--- src/rtl/hex_marquee.sv ---
`default_nettype none
// ============================================================================
// Module   : hex_marquee
// Purpose  : Scrolling-text driver for a bank of active-low 7-segment digits.
//            A runtime-loadable buffer of raw segment patterns is viewed
//            through a NUM_DIGITS-wide window that advances one character per
//            tick. A strobe marks every wrap from the last character to the
//            first.
// Ports    : clock    - system clock, all logic on posedge
//            resetn   - asynchronous active-low reset
//            run      - 1 = tick counter advances, 0 = scroll frozen
//            restart  - synchronous pulse: pos and tick counter cleared
//            wr_en    - write wr_data into buffer[wr_addr]
//            wr_addr  - buffer write address (AW bits)
//            wr_data  - raw active-low pattern {dp,g..a}, 8'hFF = blank
//            len_we   - load message length from len_data
//            len_data - new message length 0..MSG_DEPTH (larger is clamped)
//            bounce   - (HEX_MARQUEE_BOUNCE_EN only) ping-pong scrolling
//            seg_out  - digit k at [8k+7:8k], k=0 is the rightmost digit
//            pos      - buffer index shown on the leftmost digit
//            wrap     - 1-cycle pulse when pos steps len-1 -> 0
// Config   : define HEX_MARQUEE_BOUNCE_EN to add the bounce input and the
//            scroll direction register.
// Revision : 1.0 - initial release
// ============================================================================
module hex_marquee #(
   parameter int  NUM_DIGITS = 6,
   parameter int  MSG_DEPTH  = 16,
   parameter int  TICK_DIV   = 10_000_000,
   localparam int AW         = $clog2(MSG_DEPTH)
) (
   input  logic                    clock,
   input  logic                    resetn,
   input  logic                    run,
   input  logic                    restart,
   input  logic                    wr_en,
   input  logic [AW-1:0]           wr_addr,
   input  logic [7:0]              wr_data,
   input  logic                    len_we,
   input  logic [AW:0]             len_data,
`ifdef HEX_MARQUEE_BOUNCE_EN
   input  logic                    bounce,
`endif
   output logic [NUM_DIGITS*8-1:0] seg_out,
   output logic [AW-1:0]           pos,
   output logic                    wrap
);

   localparam int            CW        = (TICK_DIV > 1) ? $clog2(TICK_DIV) : 1;
   localparam logic [CW-1:0] TICK_LAST = CW'(TICK_DIV - 1);
   localparam logic [AW:0]   DEPTH_L   = (AW+1)'(MSG_DEPTH);

   logic [7:0]              buffer [MSG_DEPTH];
   logic [AW:0]             len;
   logic [CW-1:0]           cnt;
   logic                    tick;
   logic [AW:0]             len_new;
   logic [AW:0]             len_eff;
   logic                    force_zero;
   logic                    pos_last;
   logic [AW-1:0]           pos_nxt;
   logic                    wrap_nxt;
   logic [NUM_DIGITS*8-1:0] seg_nxt;

`ifdef HEX_MARQUEE_BOUNCE_EN
   typedef enum logic {DIR_UP = 1'b0, DIR_DOWN = 1'b1} dir_t;
   dir_t dir, dir_nxt;
   logic go_up;
   logic pos_prelast;
`endif

   // Length and tick decode. A length load in the same cycle as a tick is
   // honoured by the step, so pos never lands beyond the new length.
   always_comb begin
      tick       = run && (cnt == TICK_LAST);
      len_new    = (len_data > DEPTH_L) ? DEPTH_L : len_data;
      len_eff    = len_we ? len_new : len;
      force_zero = len_we && ((len_new == '0) || (len_new <= {1'b0, pos}));
      pos_last   = ({1'b0, pos} == (len_eff - 1'b1));
   end

   // Scroll step: restart > length force > tick step.
   always_comb begin
      pos_nxt  = pos;
      wrap_nxt = 1'b0;
`ifdef HEX_MARQUEE_BOUNCE_EN
      dir_nxt     = dir;
      go_up       = 1'b0;
      pos_prelast = ({1'b0, pos} + (AW+1)'(2) == len_eff);
`endif
      if (restart || force_zero) begin
         pos_nxt = '0;
`ifdef HEX_MARQUEE_BOUNCE_EN
         dir_nxt = DIR_UP;
`endif
      end else if (tick && (len_eff != '0)) begin
         if (pos_last) begin
            pos_nxt  = '0;
            wrap_nxt = 1'b1;
         end else begin
            pos_nxt = pos + 1'b1;
         end
`ifdef HEX_MARQUEE_BOUNCE_EN
         dir_nxt = DIR_UP;
         if (bounce) begin
            wrap_nxt = 1'b0;
            // Turn around at either end; also recovers if a length change
            // left pos on the last entry while heading up.
            go_up = ((dir == DIR_UP) && !pos_last) || ((dir == DIR_DOWN) && (pos == '0));
            if (len_eff == (AW+1)'(1)) begin
               pos_nxt = '0;
            end else if (go_up) begin
               pos_nxt = pos + 1'b1;
               if (pos_prelast) begin
                  wrap_nxt = 1'b1;
                  dir_nxt  = DIR_DOWN;
               end
            end else begin
               pos_nxt = pos - 1'b1;
               dir_nxt = DIR_DOWN;
               if (pos == AW'(1)) begin
                  wrap_nxt = 1'b1;
                  dir_nxt  = DIR_UP;
               end
            end
         end
`endif
      end
   end

   // Window: digit k shows buffer[pos+NUM_DIGITS-1-k]; past len is blank.
   always_comb begin
      int idx;
      idx     = 0;
      seg_nxt = '1;
      for (int k = 0; k < NUM_DIGITS; k++) begin
         idx = int'(pos) + NUM_DIGITS - 1 - k;
         if (idx < int'(len)) begin
            seg_nxt[8*k +: 8] = buffer[idx[AW-1:0]];
         end
      end
   end

   always_ff @(posedge clock or negedge resetn) begin
      if (!resetn) begin
         cnt     <= '0;
         len     <= '0;
         pos     <= '0;
         wrap    <= 1'b0;
         seg_out <= '1;
`ifdef HEX_MARQUEE_BOUNCE_EN
         dir     <= DIR_UP;
`endif
      end else begin
         if (restart || tick) begin
            cnt <= '0;
         end else if (run) begin
            cnt <= cnt + 1'b1;
         end
         if (len_we) begin
            len <= len_new;
         end
         pos     <= pos_nxt;
         wrap    <= wrap_nxt;
         seg_out <= seg_nxt;
`ifdef HEX_MARQUEE_BOUNCE_EN
         dir     <= dir_nxt;
`endif
      end
   end

   always_ff @(posedge clock or negedge resetn) begin
      if (!resetn) begin
         for (int i = 0; i < MSG_DEPTH; i++) begin
            buffer[i] <= 8'hFF;
         end
      end else if (wr_en && (int'(wr_addr) < MSG_DEPTH)) begin
         buffer[wr_addr] <= wr_data;
      end
   end

endmodule
`default_nettype wire

--- config.mk ---
export PLATFORM = sky130hd
export DESIGN_NAME = hex_marquee
export DESIGN_NICKNAME = d
export VERILOG_FILES = /design/src/rtl/hex_marquee.sv
export SDC_FILE = /design/constraint.sdc
export NUM_CORES = 1
export LEC_CHECK = 0
export BUFFER_PORTS_ARGS = -buffer_cell sky130_fd_sc_hd__buf_2
export CAP_MARGIN = 20
export CORE_ASPECT_RATIO = 0.6
export CORE_MARGIN = 2
export CORE_UTILIZATION = 55
export CTS_BUF_LIST = sky130_fd_sc_hd__clkbuf_8
export CTS_CLUSTER_DIAMETER = 120
export DETAILED_ROUTE_END_ITERATION = 8
export HOLD_SLACK_MARGIN = 0.12
export PLACE_DENSITY = 0.73
export SYNTH_ARGS = -nofsm -noshare
export SYNTH_HDL_FRONTEND = slang
export SYNTH_SLANG_ARGS = --single-unit
--- constraint.sdc ---
create_clock -name clock -period 8.25 [get_ports clock]
set_input_delay 0 -clock clock [delete_from_list [all_inputs] [get_ports clock]]
set_output_delay 0 -clock clock [all_outputs]
set_load 0.03 [all_outputs]
# Word level (Yosys, flattened, before mapping)
# Cells that the tools add are included.
[word_totals] ff_bits=210 elab_cells=104 out_inout_bits=53 input_bits=23
[op_classes] add_sub_neg=10 mux=37 reduce_logical=11 magnitude_cmp=16 n_eq_ne=2 bitwise=7
[ops] cell="binary-select mux 8 bit (select 4 bit)" n=6
[ops] cell="two-way mux 8 bit" n=19
[ops] cell="bitwise mux 128 bit" n=1
[ops] cell="< comparator 32 x 6 -> 1 bit" n=4
[ops] cell="two-way mux 24 bit" n=2
[ops] cell=">= comparator 5 bit, second input constant" n=7
[ops] cell="inverter 4 -> 5 bit" n=7
[ops] cell="demux 8 bit (select 4 bit)" n=1
[ops] cell="adder 24 x 1 -> 24 bit, second input constant" n=1
[ops] cell="== test 24 bit, second input constant" n=1
[ops] cell="subtractor 6 x 3 -> 7 bit, second input constant" n=2
[ops] cell="subtractor 6 x 4 -> 7 bit, second input constant" n=2
[ops] cell="two-way mux 4 bit" n=3
[ops] cell="two-way mux 5 bit" n=2
[ops] cell="< comparator 7 x 6 -> 1 bit" n=1
[ops] cell="subtractor 6 x 2 -> 7 bit, second input constant" n=1
[ops] cell="< comparator 6 bit" n=1
[ops] cell="subtractor 5 x 1 -> 6 bit, second input constant" n=1
[ops] cell="adder 4 x 3 -> 5 bit, second input constant" n=1
[ops] cell="== test 4 x 5 -> 1 bit" n=1
[ops] cell="> comparator 5 bit, second input constant" n=1
[ops] cell="<= comparator 5 x 4 -> 1 bit" n=1
[ops] cell="logical NOT 5 bit" n=1
[ops] cell="< comparator 5 x 1 -> 1 bit, second input constant" n=1
[ops] cell="7 further kinds" n=15

# Longest topological paths before layout
[depth] depth_word=8 depth_mapped=17

# Least setup slack after synthesis
# Ideal clock, no wire load.
[synth_path] kind="register -> register" start="register pos[0]" end="register seg_out[24]" arrival_time_ns=4.062 synth_period_minus_slack_ns=4.162 setup_slack_ns=4.088 path_stages_with_launch=18 required_ns=8.150 setup_ns=0.100 path_cell_list="dfrtp_1 > inv_1 > buf_2 > buf_1 > ha_1 > buf_2 > buf_2 > buf_6 > buf_2 > inv_1 > ha_1 > a21oi_1 > xnor2_2 > inv_1 > ha_1 > a21o_1 > a221oi_2 > o21bai_1"
[synth_between] elab_chain_cells=8 elab_cells_between_ends=9 cone_classes="add/sub (3); order compare (1); mux (4); bitwise (1)"
[synth_lines] element="start, declared" line_no="45" rtl="output logic [AW-1:0] pos,"
[synth_lines] element="start signal, assigned" line_no="163" rtl="pos <= pos_nxt;"
[synth_lines] element="adder 4 x 3 -> 5 bit *" line_no="137" rtl="idx = int'(pos) + NUM_DIGITS - 1 - k;"
[synth_lines] element="subtractor 5 x 1 -> 6 bit *" line_no="137"
[synth_lines] element="subtractor 6 x 3 -> 7 bit *" line_no="137"
[synth_lines] element="parallel branches: the longest is 4 deep, another holds < comparator 32 x 6 -> 1 bit"
[synth_lines] element="two-way mux 8 bit *" line_no="138" rtl="if (idx < int'(len)) begin"
[synth_lines] element="net seg_nxt[24]" line_no="63" rtl="logic [NUM_DIGITS*8-1:0] seg_nxt;"
[synth_lines] element="end signal, assigned" line_no="165" rtl="seg_out <= seg_nxt;"
[synth_lines] element="end, declared" line_no="44" rtl="output logic [NUM_DIGITS*8-1:0] seg_out,"
# Mark *: on every way through the listed nets, which the timed path passes. The select of a mux whose other input is x is not followed.
# A chain may end at the register's enable or synchronous reset.

# Worst setup path after layout
[layout_path] start="register pos[0]" end="register seg_out[25]"
# Same word-level chain as after synthesis.

==> impl_results.md <==
- Largest net degree at the start of global routing: 137
- Measured slew at the worst slew-check pin: 1.19 ns
- Number of hold violations in the final report: 0
- Setup slack after placement: 2.95 ns
- Switching pwr: 1.09 mW
- Area share of the leading cell type in the synthesized netlist: 34.5%
- Clock input transition at the sequential cells of the worst setup and hold paths: 0.07 ns
- Number of standard cells after synthesis: 1202
- Global route total overflow: 0
- Clock period minus worst slack: 5.46 ns
- Detail-routed via count per cell: 6.24
- Aggregate global-route resource usage: 29.7%
- Number of detailed-routing iterations run before antenna repair: 5
- Horizontal extent of the die: 205 um
- Number of buffers inserted during clock tree synthesis: 34
- Area used by multi-input combinational logic: 7430 um2
- Post-synth net total: 1264
- Ant diodes: 0
- Y dimension of the die: 125 um
- Buffers from clock root to sink, at most: 3
- Switching power as a share of total power: 32.8%
- CTS Sinks: 210
- Post-synth EDFFs: 0
- Via total after detailed routing: 10100
- Top-level port count: 76
- Total negative slack for setup checks: 0 ns
- Avg Cell Area, Syn: 11.1 um2
- Max-slew violation count: 0
- Flop pwr share: 45.8%
- Sequential cell area: 5480 um2
- Primary flip-flop cell chosen by synthesis mapping: dfstp_2
- Net count reported at finish: 1337
- Die area: 25600 um2
- Layout cell share with drive strength beyond 1: 44.1%
- Max transition margin: 20.3%
- Path type of the worst setup path: reg -> reg
- Starting Density: 55.6%
- Cell with the most instances after synthesis: dfstp_2
- H-tree levels: 2
- Initial antenna violation count: 0
- Element type at the critical path end: flip-flop
- Number of setup violations in the final report: 0
- Crit-path cells: clkinv_2 -> ha_4 -> inv_1 -> ha_1 -> a21oi_1 -> xnor2_2 -> inv_1 -> ha_1 -> a21o_1 -> a221oi_2 -> o21bai_1
- Class of the tightest hold or removal check: in -> reg
- Worst-case setup margin in the final layout: 2.79 ns
- Result of the run: finished clean
- Data required, critical path: 8.69 ns
- Main area contributors after synthesis: dfstp_2 35%, mux2_2 14%, mux4_2 8.1%
- Count of unique library cells instantiated by Yosys: 64
- Lkg Pwr: 6.40 nW
- Standard-cell rows: 44
- Post-DP HPWL: 25900 um
- Global-route wire length before repair: 56700 um
- Int Power: 2.23 mW
- RePlAce Congestion: 0.903
- TritonCTS clock tree: done
- Largest incremental delay on the critical path: 1.09 ns
- Critical Path Start Type: flip-flop
- Synth cell count leaders: 176 x dfstp_2, 171 x mux2_2, 94 x a21oi_1
- Clock tree root driver cell: clkbuf_8
- Seq/Total Area, Yosys: 40.9%
- Combinational share of power: 27.7%
- FF+latch count, synth: 210
- Largest area contributor in the synthesized netlist: dfstp_2
- Cell Pwr Density: 223 nW/um2
- Area grow syn2layout: 10.9%
- Wire length per cell after detailed routing: 22.9 um
- Total core area: 24100 um2
- # Max-Cap Violations: 0
- Detailed Route WL: 37100 um
- Unrepaired setup endpoints after global routing: false
- Maximum vdd drop: 0.000157 V
- Mapped Area: 13400 um2
- Number of gates resized after CTS: 0
- Data arrival time at the worst-slack endpoint: 5.89 ns
- Layout Utilization: 61.7%
- Kind of cell with the highest combined delay on the critical path: adder cells
- Post-route fraction of the period consumed by the critical path: 66.1%
- Number of global-route vias before repair: 9457
- Upper clock frequency limit: 0.183 GHz
- Setup skew after layout: 0.0318 ns
- Count of input and output buffers: 75
- Later-pin clock latency in the skew report: 0.56 ns
- Post-detailed-route DRC marker count: 0
- Count of nets left with antenna violations after detail routing: 0
- Clock share of power: 26.5%
- FILL cells: 1865
- CP Max Fanout: 68
- Ys async rst share: 100%
- Drt first-iter violations: 1097
- Crit-path slowest cell: ha_4
- Number of buffer and inverter instances along the worst setup path: 3
- YS warnings: 0
==> power by group through the flow <==
| stage | clock network (mW) | registers [mW] | logic [mW] |
|---|---|---|---|
| 6_report | 0.881 | 1.52 | 0.919 |
| 5_1_grt | 0.948 | 1.55 | 0.979 |
| 4_1_cts | 0.896 | 1.51 | 0.895 |
| 3_5_place_dp | 0 | 1.53 | 0.885 |
| 3_3_place_gp | 0 | 1.52 | 0.868 |
| 2_1_floorplan | 0 | 1.60 | 0.515 |
==> layout by cell type, fill, tap and decap left out, drive strengths merged, types with 13 or more instances in the layout <==
cell,n
nand2,76
ha,39
xnor2,16
clkbuf,40
mux2,172
a21oi,95
buf,89
inv,48
o21ai,69
mux2i,67
o21a,13
nor2b,30
nor2,79
mux4,48
or2,16
dfstp,176
xor2,19
dlygate4sd3,22
a211oi,47
dfrtp,34
==> path summary, 6_finish.rpt <==
| check | slack (ns) | cells past startpoint | start | to |
|---|---|---|---|---|
| worst max-delay path | 2.79 | 11 | pos[0]$_DFFE_PN0P_ | seg_out[25]$_DFF_PN1_ |
| worst min-delay path | 0.14 | 4 | wr_addr[2] | buffer[98]$_DFFE_PN1P_ |
| worst max register to register | 2.79 | 11 | pos[0]$_DFFE_PN0P_ | seg_out[25]$_DFF_PN1_ |
| worst min register to register | 0.57 | 2 | cnt[1]$_DFFE_PN0P_ | cnt[1]$_DFFE_PN0P_ |
| max in group asynchronous | 6.03 | 5 | resetn | cnt[19]$_DFFE_PN0P_ |
| min in group asynchronous | 0.48 | 3 | resetn | len[4]$_DFF_PN0_ |
==> cell type report <==
type	count	area share, %
Multi-Input combinational cell	882	50.1
Sequential cell	210	36.9
Timing Repair Buffer	112	5.04
Clock buffer	39	3.62
Tap cell	322	2.71
Inverter	35	0.910
Clock inverter	23	0.759
==> sequential cells by signal (all words and copies together) (netlist names) <==
name / count
cnt: 24
len: 5
wrap: 1
pos: 4
seg_out: 48
buffer: 128
==> kinds of logic (layout without fill, tap and decap cells) <==
family                   count (synthesis)  in the layout  synth area share [%]
flip-flops                             210            210                  40.9
adder cells (fa/ha/maj)                 40             40                  3.72
AND/OR/NAND/NOR                        259            259                  9.33
XOR/XNOR                                35             35                  2.82
buffers and inverters                  110            209                  3.79
AO/OA/AOI/OAI                          261            261                  11.9
multiplexers                           287            287                  27.6
==> routing by layer <==
metal / GRT usage, % / part of all wire (%) / vias up
met5: 0 / 0 / -
met4: 8.04 / 2.0 / 0
met3: 14.0 / 14 / 64
met2: 37.5 / 39 / 499
met1: 44.6 / 45 / 5025
li1: - / - / 4533
==> tightest hold or removal path, stage by stage <==
cell     delay [ns]
buf_2          0.10
nor3b_1        0.08
nor2b_1        0.23
mux2_2         0.26
==> what timing repair did <==
| action | 4_1_cts | 5_1_grt |
|---|---|---|
| hold endpoints to repair | 170 | 7 |
| hold buffers | 19 | 3 |
| setup buffers | 0 | 0 |
==> per-stage QoR <==
stage	power [mW]	std cells	hold WS, ns	instance area, um2
floorplan	2.12	1202	-0.296	13400
global placement	2.39	1535	0.240	13900
detailed placement	2.41	1535	0.250	13900
CTS	3.31	1616	0.124	14800
global route	3.48	1623	0.151	14800
finish	3.32	1623	0.141	14800
Power figures use the tool's default switching activity.
